[src/rtl/lock_pkg.sv]
// Shared definitions for the password-lock key path: key codes, the key FSM
// state type and the key-vector helpers used by the front end and the digit stage.
package lock_pkg;

    localparam int NUM_KEYS = 11;

    localparam logic [3:0] KEY_NONE = 4'd0;
    localparam logic [3:0] KEY_DEL  = 4'd10;
    localparam logic [3:0] KEY_CLR  = 4'd11;

    typedef enum logic [1:0] {
        IDLE,
        PRESSED,
        MULTI
    } key_state_t;

    // True when exactly one key in the vector is pressed.
    function automatic logic is_one_hot(input logic [NUM_KEYS-1:0] v);
        return (v != '0) && ((v & (v - NUM_KEYS'(1))) == '0);
    endfunction

    // Key code of a one-hot key vector: bits 0..8 are digits 1..9,
    // bit 9 is delete, bit 10 is clear. Only meaningful for one-hot input.
    function automatic logic [3:0] encode_key(input logic [NUM_KEYS-1:0] v);
        logic [3:0] code;
        code = KEY_NONE;
        for (int i = 0; i < 9; i++) begin
            if (v[i]) begin
                code = 4'(i + 1);
            end
        end
        if (v[9]) begin
            code = KEY_DEL;
        end
        if (v[10]) begin
            code = KEY_CLR;
        end
        return code;
    endfunction

endpackage

[src/rtl/sync_debounce.sv]
// Two-flop synchroniser followed by a whole-vector stability filter: the
// debounced output only follows the synchronised vector after it has been
// unchanged for DEBOUNCE_CYCLES consecutive cycles.
module sync_debounce #(
    parameter int W               = 11,
    parameter int DEBOUNCE_CYCLES = 50000,
    parameter int CNT_W           = 16
) (
    input  logic         clock,
    input  logic         reset,
    input  logic [W-1:0] raw_in,
    output logic [W-1:0] deb_out
);

    // The counter saturates at DEBOUNCE_CYCLES-1, so that value must fit in CNT_W bits.
    if (DEBOUNCE_CYCLES < 2 || DEBOUNCE_CYCLES > (2 ** CNT_W) - 1) begin : g_bad_debounce_cfg
        $error("sync_debounce: DEBOUNCE_CYCLES must be in 2..2^CNT_W-1");
    end

    localparam logic [CNT_W-1:0] CNT_MAX = CNT_W'(DEBOUNCE_CYCLES - 1);

    logic [W-1:0]     sync1_q, sync1_d;
    logic [W-1:0]     sync2_q, sync2_d;
    logic [CNT_W-1:0] cnt_q, cnt_d;
    logic [W-1:0]     deb_q, deb_d;

    // Synchroniser shift, stability count (restarts whenever s is about to
    // change) and acceptance of s once it has been stable long enough.
    always_comb begin
        sync1_d = raw_in;
        sync2_d = sync1_q;
        cnt_d   = cnt_q;
        deb_d   = deb_q;
        if (sync1_q != sync2_q) begin
            cnt_d = '0;
        end else if (cnt_q == CNT_MAX) begin
            deb_d = sync2_q;
        end else begin
            cnt_d = cnt_q + CNT_W'(1);
        end
    end

    // State registers; reset means "all keys released".
    always_ff @(posedge clock) begin
        if (reset) begin
            sync1_q <= '0;
            sync2_q <= '0;
            cnt_q   <= '0;
            deb_q   <= '0;
        end else begin
            sync1_q <= sync1_d;
            sync2_q <= sync2_d;
            cnt_q   <= cnt_d;
            deb_q   <= deb_d;
        end
    end

    assign deb_out = deb_q;

endmodule

[src/rtl/key_debounce_encoder.sv]
// Keypad front end: normalises the raw keys to an active-high vector,
// debounces it and turns each clean single-key press into one key event.
// Optional delete auto-repeat is built when KEY_REPEAT_EN is defined.
module key_debounce_encoder
    import lock_pkg::*;
#(
    parameter int DEBOUNCE_CYCLES = 50000,
    parameter int CNT_W           = 16,
    parameter int REPEAT_DELAY    = 25000000,
    parameter int REPEAT_PERIOD   = 5000000
) (
    input  logic       clock,
    input  logic       reset,
    input  logic [8:0] number_input,
    input  logic       delete_input,
    input  logic       clear_input,
    output logic       key_valid,
    output logic [3:0] key_code,
    output logic       key_held
);

    // Repeat timing must allow a reload value of REPEAT_DELAY-REPEAT_PERIOD.
    if (REPEAT_PERIOD < 1 || REPEAT_PERIOD > REPEAT_DELAY) begin : g_bad_repeat_cfg
        $error("key_debounce_encoder: need 1 <= REPEAT_PERIOD <= REPEAT_DELAY");
    end

    logic [NUM_KEYS-1:0] raw_vec;
    logic [NUM_KEYS-1:0] deb_vec;

    assign raw_vec = {clear_input, delete_input, ~number_input};

    sync_debounce #(
        .W               (NUM_KEYS),
        .DEBOUNCE_CYCLES (DEBOUNCE_CYCLES),
        .CNT_W           (CNT_W)
    ) u_sync_debounce (
        .clock   (clock),
        .reset   (reset),
        .raw_in  (raw_vec),
        .deb_out (deb_vec)
    );

    key_state_t          state_q, state_d;
    logic [NUM_KEYS-1:0] pressed_q, pressed_d;
    logic                key_valid_q, key_valid_d;
    logic [3:0]          key_code_q, key_code_d;
    logic                key_held_q, key_held_d;

`ifdef KEY_REPEAT_EN
    localparam int RPT_W = $clog2(REPEAT_DELAY + 1);
    localparam logic [RPT_W-1:0] RPT_MAX    = RPT_W'(REPEAT_DELAY - 1);
    localparam logic [RPT_W-1:0] RPT_RELOAD = RPT_W'(REPEAT_DELAY - REPEAT_PERIOD);

    logic [RPT_W-1:0] rpt_cnt_q, rpt_cnt_d;
`endif

    // Key FSM: one event on entry to PRESSED from IDLE, anything else waits
    // for a full debounced release; delete may auto-repeat while held.
    always_comb begin
        state_d     = state_q;
        pressed_d   = pressed_q;
        key_valid_d = 1'b0;
        key_code_d  = KEY_NONE;
        key_held_d  = (deb_vec != '0);
`ifdef KEY_REPEAT_EN
        rpt_cnt_d   = '0;
`endif
        case (state_q)
            IDLE: begin
                if (deb_vec != '0) begin
                    if (is_one_hot(deb_vec)) begin
                        key_valid_d = 1'b1;
                        key_code_d  = encode_key(deb_vec);
                        pressed_d   = deb_vec;
                        state_d     = PRESSED;
                    end else begin
                        state_d = MULTI;
                    end
                end
            end
            PRESSED: begin
                if (deb_vec == '0) begin
                    state_d = IDLE;
                end else if (deb_vec != pressed_q) begin
                    state_d = MULTI;
                end else begin
`ifdef KEY_REPEAT_EN
                    if (encode_key(pressed_q) == KEY_DEL) begin
                        if (rpt_cnt_q == RPT_MAX) begin
                            key_valid_d = 1'b1;
                            key_code_d  = KEY_DEL;
                            rpt_cnt_d   = RPT_RELOAD;
                        end else begin
                            rpt_cnt_d = rpt_cnt_q + RPT_W'(1);
                        end
                    end
`endif
                end
            end
            MULTI: begin
                if (deb_vec == '0) begin
                    state_d = IDLE;
                end
            end
            default: begin
                state_d = IDLE;
            end
        endcase
    end

    // Registered FSM state and outputs.
    always_ff @(posedge clock) begin
        if (reset) begin
            state_q     <= IDLE;
            pressed_q   <= '0;
            key_valid_q <= 1'b0;
            key_code_q  <= KEY_NONE;
            key_held_q  <= 1'b0;
`ifdef KEY_REPEAT_EN
            rpt_cnt_q   <= '0;
`endif
        end else begin
            state_q     <= state_d;
            pressed_q   <= pressed_d;
            key_valid_q <= key_valid_d;
            key_code_q  <= key_code_d;
            key_held_q  <= key_held_d;
`ifdef KEY_REPEAT_EN
            rpt_cnt_q   <= rpt_cnt_d;
`endif
        end
    end

    assign key_valid = key_valid_q;
    assign key_code  = key_code_q;
    assign key_held  = key_held_q;

endmodule

[config.mk]
export PLATFORM = sky130hd
export DESIGN_NAME = key_debounce_encoder
export DESIGN_NICKNAME = d
export VERILOG_FILES = /design/src/rtl/lock_pkg.sv /design/src/rtl/sync_debounce.sv /design/src/rtl/key_debounce_encoder.sv
export SDC_FILE = /design/constraint.sdc
export NUM_CORES = 1
export LEC_CHECK = 0
export CORE_ASPECT_RATIO = 0.7
export CORE_UTILIZATION = 57
export CTS_BUF_LIST = sky130_fd_sc_hd__clkbuf_2
export CTS_CLUSTER_DIAMETER = 120
export CTS_CLUSTER_SIZE = 12
export DETAILED_ROUTE_END_ITERATION = 8
export HOLD_SLACK_MARGIN = 0.05
export PLACE_DENSITY = 0.77
export SYNTH_ARGS = -nofsm -noshare
export SYNTH_HDL_FRONTEND = slang
export SYNTH_HIERARCHICAL = 1
export SYNTH_SLANG_ARGS = --single-unit
[constraint.sdc]
create_clock -name clock -period 2.78 [get_ports clock]
set_input_delay 0.695 -clock clock [delete_from_list [all_inputs] [get_ports clock]]
set_output_delay 0.695 -clock clock [all_outputs]
set_load 0.02 [all_outputs]
== After elaboration in Yosys (flattened, before gate mapping) ==
Cells that the tools add are included.

* Flip-flop bits (word level): 68
* Output and inout bits: 6
* Logic and storage cells: 56
* Input port bits: 13

* Multiplexer cells: 18
* Add/subtract/negate cells: 2
* Reductions and logical operators: 12
* Equal/unequal tests: 8
* Bitwise logic cells: 6

{| class="wikitable"
|+ Operator list
! cell !! number
|-
| 4-bit 2-to-1 mux || 10
|-
| 11-bit logical NOT || 2
|-
| 11-bit != test || 2
|-
| 16-bit by 1-bit adder with 16-bit output (second input constant) || 1
|-
| 16-bit == test (second input constant) || 1
|-
| 11-bit bitwise AND || 1
|-
| 11-bit nonzero test || 1
|-
| 11-bit by 1-bit subtractor with 11-bit output (second input constant) || 1
|-
| 2-bit 2-to-1 mux || 5
|-
| 9-bit NOT || 1
|-
| 8-bit OR reduction || 1
|-
| 2-bit one-hot mux with 3 select lines || 1
|-
| 3-bit AND reduction || 2
|-
| 2-bit != test (second input constant) || 2
|-
| 1-bit NOT || 4
|-
| 4-bit OR reduction || 1
|-
| 3-bit != test (second input constant) || 1
|-
| 3-bit OR reduction || 1
|-
| 2-bit by 1-bit == test with 1-bit output (second input constant) || 1
|-
| 2-bit == test (second input constant) || 1
|-
| 2-bit logical NOT || 1
|-
| 1-bit 2-to-1 mux || 2
|-
| 2-bit AND reduction || 1
|-
| 2-bit OR reduction || 1
|-
| 1-bit logical AND || 1
|}

== Depth between registers and ports, before layout ==
* Depth after elaboration: 11
* Mapped depth: 7
* Gate-level depth less buffers: 5

== Cells and area by module ==
Netlist, hierarchy kept.

{| class="wikitable"
|+ Modules (own cells, without submodules)
! module !! area an instance (sq um) !! instances !! seq. area each (sq um) !! cells an instance
|-
| sync_debounce || 1,960.6 || 1 || 980.9 || 192
|-
| key_debounce_encoder || 1,133.6 || 1 || 380.4 || 128
|}

== Least setup slack after synthesis ==
OpenSTA, ideal clock, no wires.

* Path type: register to register
* Start: reg u_sync_debounce.cnt_q[5]
* End: reg u_sync_debounce.deb_q[0] (netlist: u_sync_debounce/deb_out[0])
* Data required time: 2.708 ns
* Stages on the path, launching flop included: 6
* Clock period less this slack: 2.068 ns
* Path slack: 0.712 ns
* Path buffers: 1
* Data arrival time: 1.996 ns
* Setup time: 0.072 ns
* Cells stage by stage: dfxtp_1 or4b_4 nor4_4 nor4b_4 buf_6 mux2i_1

* Longest elaborated chain between the ends: 2

{| class="wikitable"
|+ Ends and longest elaborated chain
! what !! RTL line !! text
|-
| start: declaration || sync_debounce.sv:24 || <nowiki>logic [CNT_W-1:0] cnt_q, cnt_d;</nowiki>
|-
| start signal: assignment || sync_debounce.sv:53 || <nowiki>cnt_q <= cnt_d;</nowiki>
|-
| 16-bit == test || sync_debounce.sv:36 || <nowiki>end else if (cnt_q == CNT_MAX) begin</nowiki>
|-
| 2-bit AND reduction (no line) || -- ||
|-
| end signal: assignment || sync_debounce.sv:49 || <nowiki>deb_q <= '0;</nowiki>
|-
| end signal: assignment || sync_debounce.sv:54 || <nowiki>deb_q <= deb_d;</nowiki>
|-
| end: declaration || sync_debounce.sv:25 || <nowiki>logic [W-1:0] deb_q, deb_d;</nowiki>
|}

No other way between the ends.
A chain may end at the register's enable or synchronous reset.

== Worst setup path in the final report ==
* Start: reg u_sync_debounce.deb_q[0] (netlist: u_sync_debounce/deb_out[0])
* End: reg pressed_q[0]

* Longest elaborated chain between the ends: 5
* Elaborated cells between the ends (all ways): 6
* Classes of those cells: add/sub: 1; bitwise: 1; reduce/logical: 4

{| class="wikitable"
|+ Ends and longest elaborated chain
! what !! RTL line !! text
|-
| 11-bit by 1-bit subtractor with 11-bit output || lock_pkg.sv:19 || <nowiki>return (v != '0) && ((v & (v - NUM_KEYS'(1))) == '0);</nowiki>
|-
| 11-bit bitwise AND || lock_pkg.sv:19 ||
|-
| 11-bit logical NOT || lock_pkg.sv:19 ||
|-
| 1-bit logical AND || lock_pkg.sv:19 ||
|-
| 3-bit AND reduction (no line) || -- ||
|-
| end signal: assignment || key_debounce_encoder.sv:124 || <nowiki>pressed_q <= pressed_d;</nowiki>
|-
| end: declaration || key_debounce_encoder.sv:44 || <nowiki>logic [NUM_KEYS-1:0] pressed_q, pressed_d;</nowiki>
|}

Several ways; a longest one is shown, not always the timed one.

==> flow_summary.yaml <==
cells_and_area:
  syn_to_final_growth_pct: 10.43
  drive_gt1_share_pct: 8.721
  layout_common_cells: "dfxtp_1 (68), nand2b_1 (41), xnor2_1 (30), nor2b_1 (24), mux2i_1 (23)"
  final_common_cell: "dfxtp_1"
  fin_nets: 353
  num-fill-cells: 447
  antenna_cells: 0
  post-route-util_pct: 65.33
global_route:
  antenna_found_initial: 0
  grt_pass1_wl_um: 9549
  grt.overflow.total: 0
  grt_pass1_vias: 2039
  grt_max_degree: 70
  grtUsageTotal_pct: 21.35
critical_path:
  endpoint_kind: "flip-flop"
  cp.required_ns: 3.21
  crit-reg2reg-launch: "u_sync_debounce/deb_out[0]"
  critPathKind: "flip-flop to flip-flop"
  rr_endpoint: "pressed_q[0]"
  path_buf_inv: 0
  cp_top_family: "compound AO/OA/AOI/OAI gates"
  crit_arrival_ns: 2.91
  worstPathMaxFanout: 12
  cp_slowest_cell: "a2111oi_0"
  reg2reg_depth: 5
  rrSetupSlack_ns: 0.30
  max_stage_delay_ns: 0.54
  cp_cell_sequence: "or3_4, a2111oi_0, o31ai_1, a31oi_4, mux2i_1"
  startpoint_type: "flip-flop"
routing:
  viasPerCell: 5.147
  drt-total-wl_um: 5409
  drc: 0
  post_drt_wl_per_cell_um: 13.00
  dr.pass1.iters: 4
  vias: 2141
  postRouteAntennaNets: 0
  drtIter0Drc: 109
clocking:
  cts_resized: 0
  clkLatencyLatePin_ns: 0.50
  cts_buffers: 9
  path_clk_slew_ns: 0.17
  h-tree-depth: 3
  postCtsSetupRepairBufs: 0
  cts-root-buf: "clkbuf_2"
  cts_num_sinks: 68
  cts_hold_buf: 0
  clk_path_buf_depth: 2
  cts_tree: "built"
synth:
  yosys.area_share.simple_pct: 28.59
  synth_cell_types: 46
  syn_area_per_cell_sq_um: 9.669
  synth-adder-area-share_pct: 0.7279
  synthesis.area_sq_mm: 0.003094
  seq_area_frac_synth_pct: 44.00
  synth_flop_cell: "dfxtp_1"
  synth-compound-area-share_pct: 5.459
  synth_top_family_by_area: "simple AND/OR/NAND/NOR gates"
  synthMuxAreaShare_pct: 7.440
  syn_nets: 334
  synth-seq-cells: 68
  syn_inst: 320
  synth-xor-area-share_pct: 9.624
  yosysWarnings: 6
  synthArstFlopShare_pct: 0
  synth-edff-count: 0
hold_path:
  hold_path_end: "u_sync_debounce/sync2_q[6]"
  min_path_type: "flip-flop to flip-flop"
  hp-start: "u_sync_debounce/sync1_q[6]"
  hold_depth: 1
timing:
  final-hold-violation-count: 0
  rsz0062_at_grt: "no"
  min_period_ns: 2.481
  finalSetupViolations: 0
  max_clock_freq_ghz: 0.4030
  finClkSkew_ns: 0.03987
  worst_pin_slew_ns: 0.6055
  final.period_utilization_pct: 89.25
  slew_violations: 0
  max_slew_margin_pct: 59.26
  whs_ns: 0.4877
  tns_ns: 0
run_status:
  status: "finished, final reports clean"
placed_design:
  io_buffers: 18
  dp.final_hpwl_um: 3772
  gp_congestion: 0.8438
power_and_ir_drop:
  p_leak_nw: 1.108
  power_mw: 1.625
  p_per_area_mw_per_mm2: 475.6
  ir_drop_mv: 0.3247
floorplan:
  core_region_area_sq_mm: 0.005230
  die_height_um: 63.65
  die_x_um: 90.06
  io_pins: 19
  dieArea_sq_mm: 0.005732
  initial_core_util_pct: 59.16
  row_count: 22
job:
  max_cap_viol_count: 0
[state kept, by name (all words and copies together) (netlist names), 2 cells and up]
name and cells:
pressed_q 11, u_sync_debounce/cnt_q 16, state_q 2, u_sync_debounce/sync2_q 11, key_code 4, u_sync_debounce/sync1_q 11
u_sync_debounce/deb_out 11
[per-layer routing]
metal  track usage (%)  up-vias  part of all wire, %
li1                  -     1113                    -
met1             28.57      987                   53
met2             31.87       34                   42
met3             6.522        7                  3.5
met4             9.073        0                  1.0
met5                 0        -                    0
[stage by stage]
step           instance area [sq um]  worst slack, ns  cells
3_5_place_dp                    3309           0.3575    400
4_1_cts                         3417           0.3198    416
5_1_grt                         3417           0.1531    416
6_report                        3417           0.2988    416
3_3_place_gp                    3309           0.6270    400
2_1_floorplan                   3094           0.7120    320
[worst max-delay path by stage]
stage                                           from                          to  cells past startpoint
after CTS                 u_sync_debounce/deb_out[0]                pressed_q[9]                      5
final                     u_sync_debounce/deb_out[0]                pressed_q[0]                      5
after global placement    u_sync_debounce/deb_out[0]                pressed_q[6]                      5
after detailed placement  u_sync_debounce/deb_out[0]                pressed_q[9]                      5
after floorplan             u_sync_debounce/cnt_q[5]  u_sync_debounce/deb_out[0]                      5
after global routing      u_sync_debounce/deb_out[0]                pressed_q[2]                      5
[cells in the mapped netlist (all sizes together) (3+ instances only)]
library cell / count / area, sq um
or4: 3 / 26.27
or2b: 3 / 22.52
nand2b: 41 / 256.5
nor3: 13 / 75.07
nor2b: 24 / 150.1
o21ai: 6 / 30.02
nor2: 20 / 75.07
nand2: 6 / 22.52
nand4: 9 / 56.30
nand3: 7 / 35.03
mux2i: 23 / 230.2
clkbuf: 11 / 41.29
a21oi: 6 / 30.03
xor2: 4 / 35.03
xnor2: 30 / 262.8
inv: 15 / 56.30
or3: 3 / 23.77
nor4: 4 / 40.04
dfxtp: 68 / 1361
[power by group]
group	total (mW)	internal (mW)	switching, mW
Sequential	1.00	0.991	0.00939
Combinational	0.0731	0.0438	0.0293
Clock	0.552	0.211	0.340
[cell families after synthesis]
logic type / Yosys count
multiplexers: 23
AO/OA/AOI/OAI: 23
AND/OR/NAND/NOR: 142
XOR/XNOR: 34
flip-flops: 68
buffers and inverters: 28
adder cells (fa/ha/maj): 2
[final cells by class]
type                    instances  area (sq um)  share of cell area (%)
well taps                      72         90.09                   2.636
clock buffers                  11         55.05                   1.611
repair buffers                 21         197.7                   5.785
flip-flops and latches         68          1361                   39.84
inverters                      15         56.30                   1.648
clock inverters                 5         52.55                   1.538
multi-input cells             224          1604                   46.94
Power figures use the tool's default switching activity.
